===== config.mk =====
export PLATFORM = sky130hd
export DESIGN_NAME = multicycle_main_controller
export DESIGN_NICKNAME = d
export VERILOG_FILES = /design/src/rtl/multicycle_main_controller.sv
export SDC_FILE = /design/constraint.sdc
export NUM_CORES = 1
export LEC_CHECK = 0
export BUFFER_PORTS_ARGS = -buffer_cell sky130_fd_sc_hd__buf_4
export CORE_ASPECT_RATIO = 1.5
export CORE_UTILIZATION = 35
export DETAILED_ROUTE_END_ITERATION = 10
export MAX_ROUTING_LAYER = met4
export PLACE_DENSITY = 0.55
export SKIP_LAST_GASP = 1
export SLEW_MARGIN = 20
export SYNTH_ARGS = -nofsm -noshare
export SYNTH_HDL_FRONTEND = slang
export SYNTH_SLANG_ARGS = --single-unit

===== constraint.sdc =====
create_clock -name clk -period 2.3 [get_ports clk]
set_input_delay 0.46 -clock clk [delete_from_list [all_inputs] [get_ports clk]]
set_output_delay 0.46 -clock clk [all_outputs]
set_load 0.1 [all_outputs]

===== src/rtl/multicycle_main_controller.sv =====
// ---------------------------------------------------------------------------
// multicycle_main_controller
//
// Moore-style main control FSM for the multi-cycle RV32I datapath. It
// sequences one instruction at a time over a shared instruction/data memory.
// Supported opcodes are R, I-ALU, LW, JALR, SW, JAL, B and LUI. Memory states
// can optionally stall on a ready handshake. Unsupported opcodes raise a
// one-cycle Illegal pulse. Retired instructions are counted in InstrCount.
//
// Parameters
//   MEM_HANDSHAKE : 1 = memory states wait for MemReady, 0 = MemReady ignored
//   CNT_W         : width of the retired-instruction counter (>= 1)
//
// Ports
//   clk         in   clock, all state updates on the rising edge
//   rst         in   synchronous active-high reset
//   Op[6:0]     in   opcode field from IR (valid from DECODE onward)
//   MemReady    in   memory access completes this cycle
//   BranchTaken in   branch unit result for the current BRANCH cycle
//   PCWrite     out  PC register enable
//   AdrSrc      out  memory address select (0 PC, 1 ALUOut)
//   IRWrite     out  IR / OldPC load enable
//   MemWrite    out  memory write enable
//   RegWrite    out  register file write enable
//   Branch      out  high in BRANCH only
//   ResultSrc   out  result mux (00 ALUOut, 01 MemData, 10 ALUResult, 11 ImmExt)
//   ALUSrcA     out  ALU A select (00 PC, 01 OldPC, 10 rs1)
//   ALUSrcB     out  ALU B select (00 rs2, 01 ImmExt, 10 constant 4)
//   ALUOp       out  ALU decoder mode (00 add, 01 R, 10 I, 11 branch)
//   ImmSrc      out  immediate format, decoded from Op
//   Illegal     out  one-cycle pulse on an unsupported opcode
//   InstrCount  out  retired-instruction count, wraps modulo 2^CNT_W
// ---------------------------------------------------------------------------
module multicycle_main_controller #(
  parameter bit MEM_HANDSHAKE = 1'b1,
  parameter int CNT_W         = 32
) (
  input  logic             clk,
  input  logic             rst,
  input  logic [6:0]       Op,
  input  logic             MemReady,
  input  logic             BranchTaken,
  output logic             PCWrite,
  output logic             AdrSrc,
  output logic             IRWrite,
  output logic             MemWrite,
  output logic             RegWrite,
  output logic             Branch,
  output logic [1:0]       ResultSrc,
  output logic [1:0]       ALUSrcA,
  output logic [1:0]       ALUSrcB,
  output logic [1:0]       ALUOp,
  output logic [2:0]       ImmSrc,
  output logic             Illegal,
  output logic [CNT_W-1:0] InstrCount
);

  localparam logic [6:0] OP_LW   = 7'b0000011;
  localparam logic [6:0] OP_SW   = 7'b0100011;
  localparam logic [6:0] OP_R    = 7'b0110011;
  localparam logic [6:0] OP_I    = 7'b0010011;
  localparam logic [6:0] OP_B    = 7'b1100011;
  localparam logic [6:0] OP_JAL  = 7'b1101111;
  localparam logic [6:0] OP_JALR = 7'b1100111;
  localparam logic [6:0] OP_LUI  = 7'b0110111;

  typedef enum logic [3:0] {
    S_FETCH    = 4'd0,
    S_DECODE   = 4'd1,
    S_MEM_ADDR = 4'd2,
    S_MEM_RD   = 4'd3,
    S_MEM_WB   = 4'd4,
    S_MEM_WR   = 4'd5,
    S_EXEC_R   = 4'd6,
    S_EXEC_I   = 4'd7,
    S_ALU_WB   = 4'd8,
    S_BRANCH   = 4'd9,
    S_JAL      = 4'd10,
    S_JALR     = 4'd11,
    S_JALR2    = 4'd12,
    S_LUI      = 4'd13,
    S_ILLEGAL  = 4'd14
  } state_t;

  state_t           state_r;
  state_t           next_state_s;
  logic             mem_ready_s;
  logic             count_en_s;
  logic [CNT_W-1:0] count_r;

  // Raw write enables; they are forced low while rst is high.
  logic             pc_write_s;
  logic             ir_write_s;
  logic             mem_write_s;
  logic             reg_write_s;

  // Without the handshake every memory access completes in one cycle.
  assign mem_ready_s = MEM_HANDSHAKE ? MemReady : 1'b1;

  // State register.
  always_ff @(posedge clk) begin
    if (rst) begin
      state_r <= S_FETCH;
    end else begin
      state_r <= next_state_s;
    end
  end

  // Next-state and Moore control outputs; everything defaults to 0.
  always_comb begin
    next_state_s = state_r;
    pc_write_s   = 1'b0;
    ir_write_s   = 1'b0;
    mem_write_s  = 1'b0;
    reg_write_s  = 1'b0;
    AdrSrc       = 1'b0;
    Branch       = 1'b0;
    ResultSrc    = 2'b00;
    ALUSrcA      = 2'b00;
    ALUSrcB      = 2'b00;
    ALUOp        = 2'b00;
    Illegal      = 1'b0;
    case (state_r)
      S_FETCH: begin
        // PC+4 goes straight to the PC; gating by ready avoids a partial fetch.
        ALUSrcB    = 2'b10;
        ResultSrc  = 2'b10;
        ir_write_s = mem_ready_s;
        pc_write_s = mem_ready_s;
        if (mem_ready_s) begin
          next_state_s = S_DECODE;
        end else begin
          next_state_s = S_FETCH;
        end
      end
      S_DECODE: begin
        // Precompute OldPC+imm into ALUOut for branch/JAL targets.
        ALUSrcA = 2'b01;
        ALUSrcB = 2'b01;
        case (Op)
          OP_LW, OP_SW: next_state_s = S_MEM_ADDR;
          OP_R:         next_state_s = S_EXEC_R;
          OP_I:         next_state_s = S_EXEC_I;
          OP_B:         next_state_s = S_BRANCH;
          OP_JAL:       next_state_s = S_JAL;
          OP_JALR:      next_state_s = S_JALR;
          OP_LUI:       next_state_s = S_LUI;
          default:      next_state_s = S_ILLEGAL;
        endcase
      end
      S_MEM_ADDR: begin
        ALUSrcA = 2'b10;
        ALUSrcB = 2'b01;
        // Op re-checked here; anything other than LW/SW is treated as illegal.
        case (Op)
          OP_LW:   next_state_s = S_MEM_RD;
          OP_SW:   next_state_s = S_MEM_WR;
          default: next_state_s = S_ILLEGAL;
        endcase
      end
      S_MEM_RD: begin
        AdrSrc = 1'b1;
        if (mem_ready_s) begin
          next_state_s = S_MEM_WB;
        end else begin
          next_state_s = S_MEM_RD;
        end
      end
      S_MEM_WB: begin
        ResultSrc    = 2'b01;
        reg_write_s  = 1'b1;
        next_state_s = S_FETCH;
      end
      S_MEM_WR: begin
        // Write strobe stays up for the whole wait so memory sees a stable request.
        AdrSrc      = 1'b1;
        mem_write_s = 1'b1;
        if (mem_ready_s) begin
          next_state_s = S_FETCH;
        end else begin
          next_state_s = S_MEM_WR;
        end
      end
      S_EXEC_R: begin
        ALUSrcA      = 2'b10;
        ALUOp        = 2'b01;
        next_state_s = S_ALU_WB;
      end
      S_EXEC_I: begin
        ALUSrcA      = 2'b10;
        ALUSrcB      = 2'b01;
        ALUOp        = 2'b10;
        next_state_s = S_ALU_WB;
      end
      S_ALU_WB: begin
        reg_write_s  = 1'b1;
        ResultSrc    = 2'b00;
        next_state_s = S_FETCH;
      end
      S_BRANCH: begin
        ALUSrcA      = 2'b10;
        ALUOp        = 2'b11;
        Branch       = 1'b1;
        pc_write_s   = BranchTaken;
        ResultSrc    = 2'b00;
        next_state_s = S_FETCH;
      end
      S_JAL: begin
        // PC <- ALUOut (target from DECODE) while ALU forms OldPC+4 for rd.
        pc_write_s   = 1'b1;
        ResultSrc    = 2'b00;
        ALUSrcA      = 2'b01;
        ALUSrcB      = 2'b10;
        next_state_s = S_ALU_WB;
      end
      S_JALR: begin
        ALUSrcA      = 2'b10;
        ALUSrcB      = 2'b01;
        next_state_s = S_JALR2;
      end
      S_JALR2: begin
        pc_write_s   = 1'b1;
        ResultSrc    = 2'b00;
        ALUSrcA      = 2'b01;
        ALUSrcB      = 2'b10;
        next_state_s = S_ALU_WB;
      end
      S_LUI: begin
        ResultSrc    = 2'b11;
        reg_write_s  = 1'b1;
        next_state_s = S_FETCH;
      end
      S_ILLEGAL: begin
        Illegal      = 1'b1;
        next_state_s = S_FETCH;
      end
      default: begin
        next_state_s = S_FETCH;
      end
    endcase
  end

  // Immediate format decode, independent of state.
  always_comb begin
    ImmSrc = 3'b000;
    case (Op)
      OP_I, OP_LW, OP_JALR: ImmSrc = 3'b000;
      OP_SW:                ImmSrc = 3'b001;
      OP_JAL:               ImmSrc = 3'b010;
      OP_B:                 ImmSrc = 3'b011;
      OP_LUI:               ImmSrc = 3'b100;
      default:              ImmSrc = 3'b000;
    endcase
  end

  // Reset masks every write enable in the same cycle, even mid-access.
  assign PCWrite  = pc_write_s  & ~rst;
  assign IRWrite  = ir_write_s  & ~rst;
  assign MemWrite = mem_write_s & ~rst;
  assign RegWrite = reg_write_s & ~rst;

  // An instruction retires on entry to FETCH, but not from a stall or ILLEGAL.
  assign count_en_s = (next_state_s == S_FETCH) &&
                      (state_r != S_FETCH) &&
                      (state_r != S_ILLEGAL);

  // Retired-instruction counter, wraps naturally.
  always_ff @(posedge clk) begin
    if (rst) begin
      count_r <= {CNT_W{1'b0}};
    end else if (count_en_s) begin
      count_r <= count_r + CNT_W'(1);
    end else begin
      count_r <= count_r;
    end
  end

  assign InstrCount = count_r;

endmodule


# Yosys cells after proc, flatten, opt, wreduce, memory -nomap -nowiden
# Index checks and enable logic that the tools add are counted.
# Widths: inputs -> output; s select.
op_classes:
  order_cmp: 0
  n_shift: 0
  bitwise_logic: 5
  multipliers: 0
  n_reduce_logical: 14
  eq_ne: 23
  addsub: 1
  div: 0
  n_mux: 18
op_table:
  columns: ["cell", "count"]
  rows:
  - ["$pmux 4 s7", 2]
  - ["$add 32x1->32 const B", 1]
  - ["$eq 4x4->1 const B", 7]
  - ["$eq 7x6->1 const B", 3]
  - ["$eq 7x7->1 const B", 3]
  - ["$eq 4x3->1 const B", 4]
  - ["$pmux 2 s3", 2]
  - ["$pmux 3 s4", 1]
  - ["$reduce_or 3->1", 3]
  - ["$eq 4x2->1 const B", 2]
  - ["$logic_not 4->1", 2]
  - ["$pmux 2 s2", 2]
  - ["$pmux 4 s2", 1]
  - ["$reduce_or 4->1", 2]
  - ["$eq 7x2->1 const B", 1]
  - ["$eq 7x5->1 const B", 1]
  - ["$mux 1", 7]
  - ["$mux 3", 2]
  - ["$reduce_or 2->1", 3]
  - ["$reduce_or 5->1", 1]
  - ["$and 1x1->1", 4]
  - ["$eq 4x1->1 const B", 1]
  - ["$ne 4x4->1 const B", 1]
  - ["$reduce_bool 4->1", 1]
  - ["3 further kinds", 4]
word_totals:
  romBits: 0
  mem_count: 0
  latch_bits: 0
  reg_bits: 36
  ram_bits: 0

# Longest topological paths before layout
# Gate-level depths: netlist of run 1.
depth:
  depth_word: 7
  ltp_mapped: 8

# Worst setup path before layout of run 1
# No wires, ideal clock.
synth_timing:
  kind: "reg-to-output"
  startpoint: "register state_r[3]"
  endpoint: "output port PCWrite"
  path_stages_with_launch: 6
  t_arrival_ps: 3514
  n_path_buf: 1
  slack_ps: -1674
  cell_sequence: "dfxtp_1 buf_2 nand2b_1 nor2_1 a21oi_1 nor2_1"
synth_between:
  elab_chain_len: 4
synth_lines:
  columns: ["item", "line", "rtl"]
  rows:
  - ["from (decl)", "85", "state_t state_r;"]
  - ["from (signal assigned)", "105", "state_r <= next_state_s;"]
  - ["$eq 4x4->1", "123", "case (state_r)"]
  - ["$reduce_or 2->1 (no line)", null, null]
  - ["$pmux 1 s3 *", "123", null]
  - ["$and 1x1->1 *", "257", "assign PCWrite = pc_write_s & ~rst;"]
  - ["to (decl)", "43", "output logic PCWrite,"]
# Every way passes the cells marked *; elsewhere a longest branch is shown, timed or not.

# Worst setup path after layout of run 1
layout_timing:
  startpoint: "register state_r[1]"
  endpoint: "output port ALUSrcA[0]"
layout_between:
  elab_chain_len: 3
layout_lines:
  columns: ["item", "line", "rtl"]
  rows:
  - ["$eq 4x2->1 (tied with other cells)", "123", null]
  - ["$reduce_or 5->1 (no line) or $reduce_or 3->1 (tied branches)", null, null]
  - ["$pmux 2 s2 *", "123", null]
  - ["to (decl)", "50", "output logic [1:0] ALUSrcA,"]
# Marks and branches as above.

==> results of run 1 <==
[stage by stage]
stage | hold WS [ns] | cell area [um^2] | setup TNS [ns] | util [%] | worst slack [ns]
6_report | 0.519 | 4260 | 0 | 55.3 | 0.0600
5_1_grt | 0.548 | 4260 | -0.0203 | 55.3 | -0.0132
4_1_cts | 0.522 | 4160 | 0 | 54.0 | 0.00163
3_5_place_dp | 0.511 | 3960 | -8.13 | 51.4 | -0.330
3_3_place_gp | 0.507 | 3960 | -7.01 | 51.4 | -0.301
2_1_floorplan | 0.641 | 3060 | -0.211 | - | -0.184
[worst max-delay path, cell delays in order, from the launching register on]
cell,delay (ns)
dfxtp_4,0.38
or4b_1,0.59
buf_4,0.19
o21ai_2,0.05
buf_4,0.29
[final cells by class]
| cell class | count | share of cell area (%) |
|---|---|---|
| clock buffer | 6 | 3.26 |
| tap | 102 | 2.99 |
| clock inverter | 2 | 0.235 |
| multi-input combinational | 282 | 51.0 |
| timing repair buffer | 115 | 22.2 |
| sequential | 36 | 19.5 |
| inverter | 9 | 0.792 |
[routing by layer]
metal | share of wire (%) | global-route usage [%] | wire length [um] | vias up
li1 | - | - | - | 1466
met1 | 39 | 20.5 | 3100 | 1391
met2 | 56 | 36.5 | 4400 | 51
met3 | 2.7 | 2.99 | 209 | 11
met4 | 2.1 | 6.79 | 168 | 0
met5 | 0 | - | 0 | -
[state kept, by name (all words and copies together) (netlist names)]
name and count:
InstrCount 32, state_r 4
[path summary, 6_finish.rpt]
| kind | start | cells after the start | to | slack [ns] |
|---|---|---|---|---|
| hold reg to reg | InstrCount[0]$_SDFFE_PP0P_ | 2 | InstrCount[0]$_SDFFE_PP0P_ | 0.52 |
| hold / removal | InstrCount[0]$_SDFFE_PP0P_ | 2 | InstrCount[0]$_SDFFE_PP0P_ | 0.52 |
| setup / recovery | state_r[1]$_SDFF_PP0_ | 4 | ALUSrcA[0] | 0.06 |
| setup reg to reg | state_r[3]$_SDFF_PP0_ | 8 | InstrCount[20]$_SDFFE_PP0P_ | 0.06 |
[cell usage in the layout (no fill, tap or decap), types with 6 or more instances in the layout]
cell and n:
mux2_1 20, nand2_1 15, a21oi_1 12, dfxtp_4 28
inv_1 9, nand2b_1 8, buf_4 106, nand3_1 13
or3_1 7, nor2_1 45, nand4_1 10, nor2b_1 30
mux2_2 10, nor2_2 7, clkbuf_16 6, nor4_2 23
[what timing repair did]
action	in CTS	in global routing
gates resized for setup	13	17
setup endpoints to repair	31	35
pin swaps	1	3
gates cloned	0	1
[power by group through the flow]
stage	Clock [W]	Combinational, W	Sequential [W]
final	0.000692	0.00213	0.000691
after global placement	0	0.00198	0.000697
after floorplan	0	0.00136	0.000758
after CTS	0.000714	0.00202	0.000687
after detailed placement	0	0.00199	0.000697
after global routing	0.000734	0.00225	0.000701
[logic make-up (layout without fill, tap and decap cells)]
group | count (synthesis) | after routing | synth area share (%)
DFF | 36 | 36 | 25.5
buffers and inverters | 31 | 132 | 5.14
muxes | 32 | 32 | 12.7
xor gates and xnor gates | 3 | 3 | 0.931
AOI/OAI and AO/OA | 35 | 35 | 9.05
adders and majority gates | 1 | 1 | 0.443
and+or+nand+nor | 211 | 211 | 46.2
[Yosys cell counts (10+ instances only)]
| master | instances |
|---|---|
| dfxtp_1 | 36 |
| a21oi_1 | 13 |
| mux2_1 | 20 |
| nor2b_1 | 30 |
| nand2_1 | 16 |
| nand3_1 | 13 |
| nor4_2 | 20 |
| nor2_1 | 54 |
| mux2_2 | 10 |
| clkbuf_1 | 12 |
| nor3_1 | 10 |
| nand4_1 | 10 |
==> results.yml, run 1 <==
run_status:
  status: "finished clean"
setup_path:
  arrival_ns: 1.78
  path_max_fanout: 11
  crit_required_ns: 1.84
  crit_path_end_kind: "output pin"
  worstSetupPathType: "reg2out"
  cp-start-kind: "flop"
synthesis:
  synth-seq-cells: 36
  synthFlopType: "dfxtp_1"
  syn-mean-instance-area_um2: 8.08
  synth_cell_types: 54
  yosysTopAreaCellShare_pct: 25.5
  synthTopCellsByArea: "dfxtp_1 (26%), nor4_2 (8.9%), mux2_1 (8.0%), nor2_1 (7.2%), nor2b_1 (6.7%)"
  synth_edf_count: 0
  ys_seq_area_share_pct: 25.5
  synthCells: 349
  synthesis.nets: 361
  yosys_warnings: 0
  synth-async-reset-ratio_pct: 0
  yosys.area.top_type: "dfxtp_1"
  netlist_area_mm2: 0.00282
drt:
  drt_iter0_drc: 70
  num_vias: 2919
  firstDrtPassIters: 4
  drc_errors: 0
  wire_per_inst_um: 14.3
  via_per_inst: 5.29
  routed_wl_mm: 7.89
  final_antenna_net_count: 0
cts:
  cts.path.max_buffers: 2
  post_cts_buffers: 0
  cts-root-buf: "clkbuf_16"
  cts_tree: "built"
  cts-hold-fix-buffers: 0
  clk_latency_ns: 0.29
  cts_buffers: 5
  cts.sinks: 36
  htree_levels: 2
  path_clk_slew_ns: 0.06
power_and_ir_drop:
  power_density_mw_per_mm2: 823
  power.switching_w: 0.00173
  total_power_w: 0.00351
  switching_share_pct: 49.3
  comb_power_share_pct: 60.6
  internal-power_w: 0.00178
  power.share.sequential_pct: 19.7
  clkPwrFrac_pct: 19.7
  ir_worst_vdd_mv: 0.710
  p_leak_nw: 1.67
die:
  dieArea_mm2: 0.00843
  ios: 61
  core_area_mm2: 0.00771
  rows: 39
  die_w_um: 75.3
  initial_core_util_pct: 36.6
  die_h_um: 112
sta:
  slew_violations: 0
  slew_headroom_pct: 61.8
  period_needed_ns: 2.24
  max_slew.worst_pin.slew_ns: 0.573
  fin_skew_ns: 0.00403
  hold_viol_final: 0
  fin_crit_sh_pct: 97.4
  rsz0062_at_grt: "true"
  fmax_mhz: 446
  setup_viol: 0
final_layout:
  seq_area_um2: 832
  area_growth_pct: 51.1
  drive_above_1_share_pct: 51.6
  final_cells: 552
  diodes: 0
  multi_input_area_mm2: 0.00218
  fillers: 775
  final_nets: 461
global_route:
  grt_usage_pct: 19.8
  grt_pass1_wl_mm: 12.7
  antenna_found_initial: 0
  grt_pass1_vias: 2796
  grt-ovfl-total: 0
  grt_max_degree: 52
placed_design:
  dp.cells: 543
  port_buffers: 60
  routabilityCongestion: 0.831
  hpwl_mm: 5.80
hold_path:
  hp-class: "reg2reg"
job:
  maxCapViolations: 0
(Power assumes the default switching activity.)
==> run 2, diff against run 1 <==
Settings changed: SETUP_SLACK_MARGIN set to 0.15, SLEW_MARGIN 20 to 10.
==> run 2 against run 1 <==
Hold slack better by 0.011 ns. Non-clock buffer count is 7 higher. Combinational power is 27% higher. Setup slack better by 0.018 ns. Clock power is 6.4% higher. Clock skew is 0.00070 ns higher. Cell area is 11% higher. Highest routed layer unchanged. Via count is 3.2% higher. Sequential power is 1% higher. Final cell count is 1.3% higher. Routed wire length is 12% higher. Fmax is 0.83% higher. Largest cell class unchanged.
==> results.yml, run 2 (synthesized netlist as in run 1, its figures left out) <==
global_route:
  antenna_found_initial: 0
  grt_usage_pct: 20.5
  grt_max_degree: 41
  grt-ovfl-total: 0
  grt_pass1_wl_mm: 13.0
  grt_pass1_vias: 2754
final_layout:
  layout_common_cells: "buf_4 (101), nor2_1 (42), nor2b_1 (30), dfxtp_4 (28), mux2_1 (19)"
  final_util_pct: 61.3
  final_nets: 468
  largest_reg_flops: 32
  diodes: 0
  drive_above_1_share_pct: 57.5
  final_area_mm2: 0.00473
  area_growth_pct: 67.6
  layout_commonest_cell: "buf_4"
sta:
  fmax_mhz: 450
  fin_crit_sh_pct: 96.6
  period_needed_ns: 2.22
  slew_violations: 0
  rsz0062_at_grt: "true"
  max_slew.worst_pin.slew_ns: 0.421
  fin_skew_ns: 0.00474
  setup_viol: 0
  slew_headroom_pct: 71.2
  hold_viol_final: 0
drt:
  drc_errors: 0
  final_antenna_net_count: 0
  drt_iter0_drc: 57
  via_per_inst: 5.39
  wire_per_inst_um: 15.7
  firstDrtPassIters: 4
  routed_wl_mm: 8.80
  num_vias: 3013
power_and_ir_drop:
  p_leak_nw: 1.78
  power_density_mw_per_mm2: 875
  total_power_w: 0.00414
  ir_worst_vdd_mv: 0.694
cts:
  cts_tree: "built"
  cts_buffers: 5
  cts-root-buf: "clkbuf_16"
  htree_levels: 2
  cts.sinks: 36
  path_clk_slew_ns: 0.06
  clk_latency_ns: 0.29
  cts.path.max_buffers: 2
placed_design:
  routabilityCongestion: 0.825
  port_buffers: 60
  placed_area_mm2: 0.00404
  hpwl_mm: 6.00
die:
  rows: 39
  die_w_um: 75.3
  ios: 61
  die_h_um: 112
  core_area_mm2: 0.00771
  initial_core_util_pct: 36.6
  dieArea_mm2: 0.00843
setup_path:
  reg2regPathDepth: 6
  cp-start-kind: "flop"
  crit_family: "simple AND/OR/NAND/NOR gates"
  arrival_ns: 2.39
  cp_cell_sequence: "or4b_1 -> buf_4 -> o221ai_4 -> buf_12 -> nor4_2 -> mux2_1"
  ff2ff_setup_slack_ns: 0.08
  critPathMaxStageDelay_ns: 0.61
  worstSetupPathType: "reg2reg"
  path_max_fanout: 18
  crit_path_end_kind: "flop"
  crit_cells: 6
  critical_path_buf_inv_count: 2
  crit_required_ns: 2.47
  crit_path_top_delay_cell: "or4b_1"
hold_path:
  hold_depth: 2
  hp-class: "reg2reg"
job:
  maxCapViolations: 0
run_status:
  status: "finished clean"
run 2: worst paths after layout:
kind                                 endpoint                        from
setup reg to reg  InstrCount[15]$_SDFFE_PP0P_       state_r[1]$_SDFF_PP0_
setup / recovery  InstrCount[15]$_SDFFE_PP0P_       state_r[1]$_SDFF_PP0_
hold / removal     InstrCount[0]$_SDFFE_PP0P_  InstrCount[0]$_SDFFE_PP0P_
hold reg to reg    InstrCount[0]$_SDFFE_PP0P_  InstrCount[0]$_SDFFE_PP0P_
run 2: timing repair:
| item | in CTS | in global routing |
|---|---|---|
| buffers inserted | 1 | 6 |
| cloned | 0 | 4 |
| setup endpoints to repair | 39 | 39 |
| pin swaps | 3 | 6 |
| hold buffers | 0 | 0 |
| gates resized for setup | 25 | 54 |
run 2: layout make-up:
type | instances | area, um^2
Clock buffer | 7 | 154
Clock inverter | 1 | 5.00
Fill cell | 711 | 2980
Inverter | 9 | 33.8
Multi-Input combinational cell | 282 | 2470
Sequential cell | 36 | 832
Tap cell | 102 | 128
Timing Repair Buffer | 122 | 1100
run 2: worst register-to-register path: cells and delay by family, from the launching register on:
family | cells | cell delay (ns)
AO/OA/AOI/OAI | 1 | 0.26
buffers and inverters | 2 | 0.44
flip-flops | 1 | 0.39
multiplexers | 1 | 0.31
AND/OR/NAND/NOR | 2 | 0.70
run 2: through the flow:
step | setup WS (ns) | hold WS, ns | setup TNS (ns) | std cells
global route | 0.00437 | 0.555 | 0 | 559
detailed placement | -0.247 | 0.520 | -6.60 | 540
finish | 0.0785 | 0.530 | 0 | 559
CTS | 0.114 | 0.534 | 0 | 549
global placement | -0.246 | 0.518 | -5.94 | 540
floorplan | -0.126 | 0.641 | -0.211 | 349
run 2: per-layer routing:
| layer | vias up | part of all wire, % | track usage (%) |
|---|---|---|---|
| met1 | 1454 | 37 | 21.3 |
| met4 | 0 | 2.8 | 8.15 |
| li1 | 1481 | - | - |
| met3 | 16 | 2.8 | 2.62 |
| met5 | - | 0 | - |
| met2 | 62 | 57 | 37.2 |
run 2: where the power goes:
part / switching (W) / total, W / internal, W
combinational: 0.00170 / 0.00270 / 0.00100
sequential: 0.0000625 / 0.000701 / 0.000638
clock: 0.000270 / 0.000736 / 0.000466
total: 0.00203 / 0.00414 / 0.00211
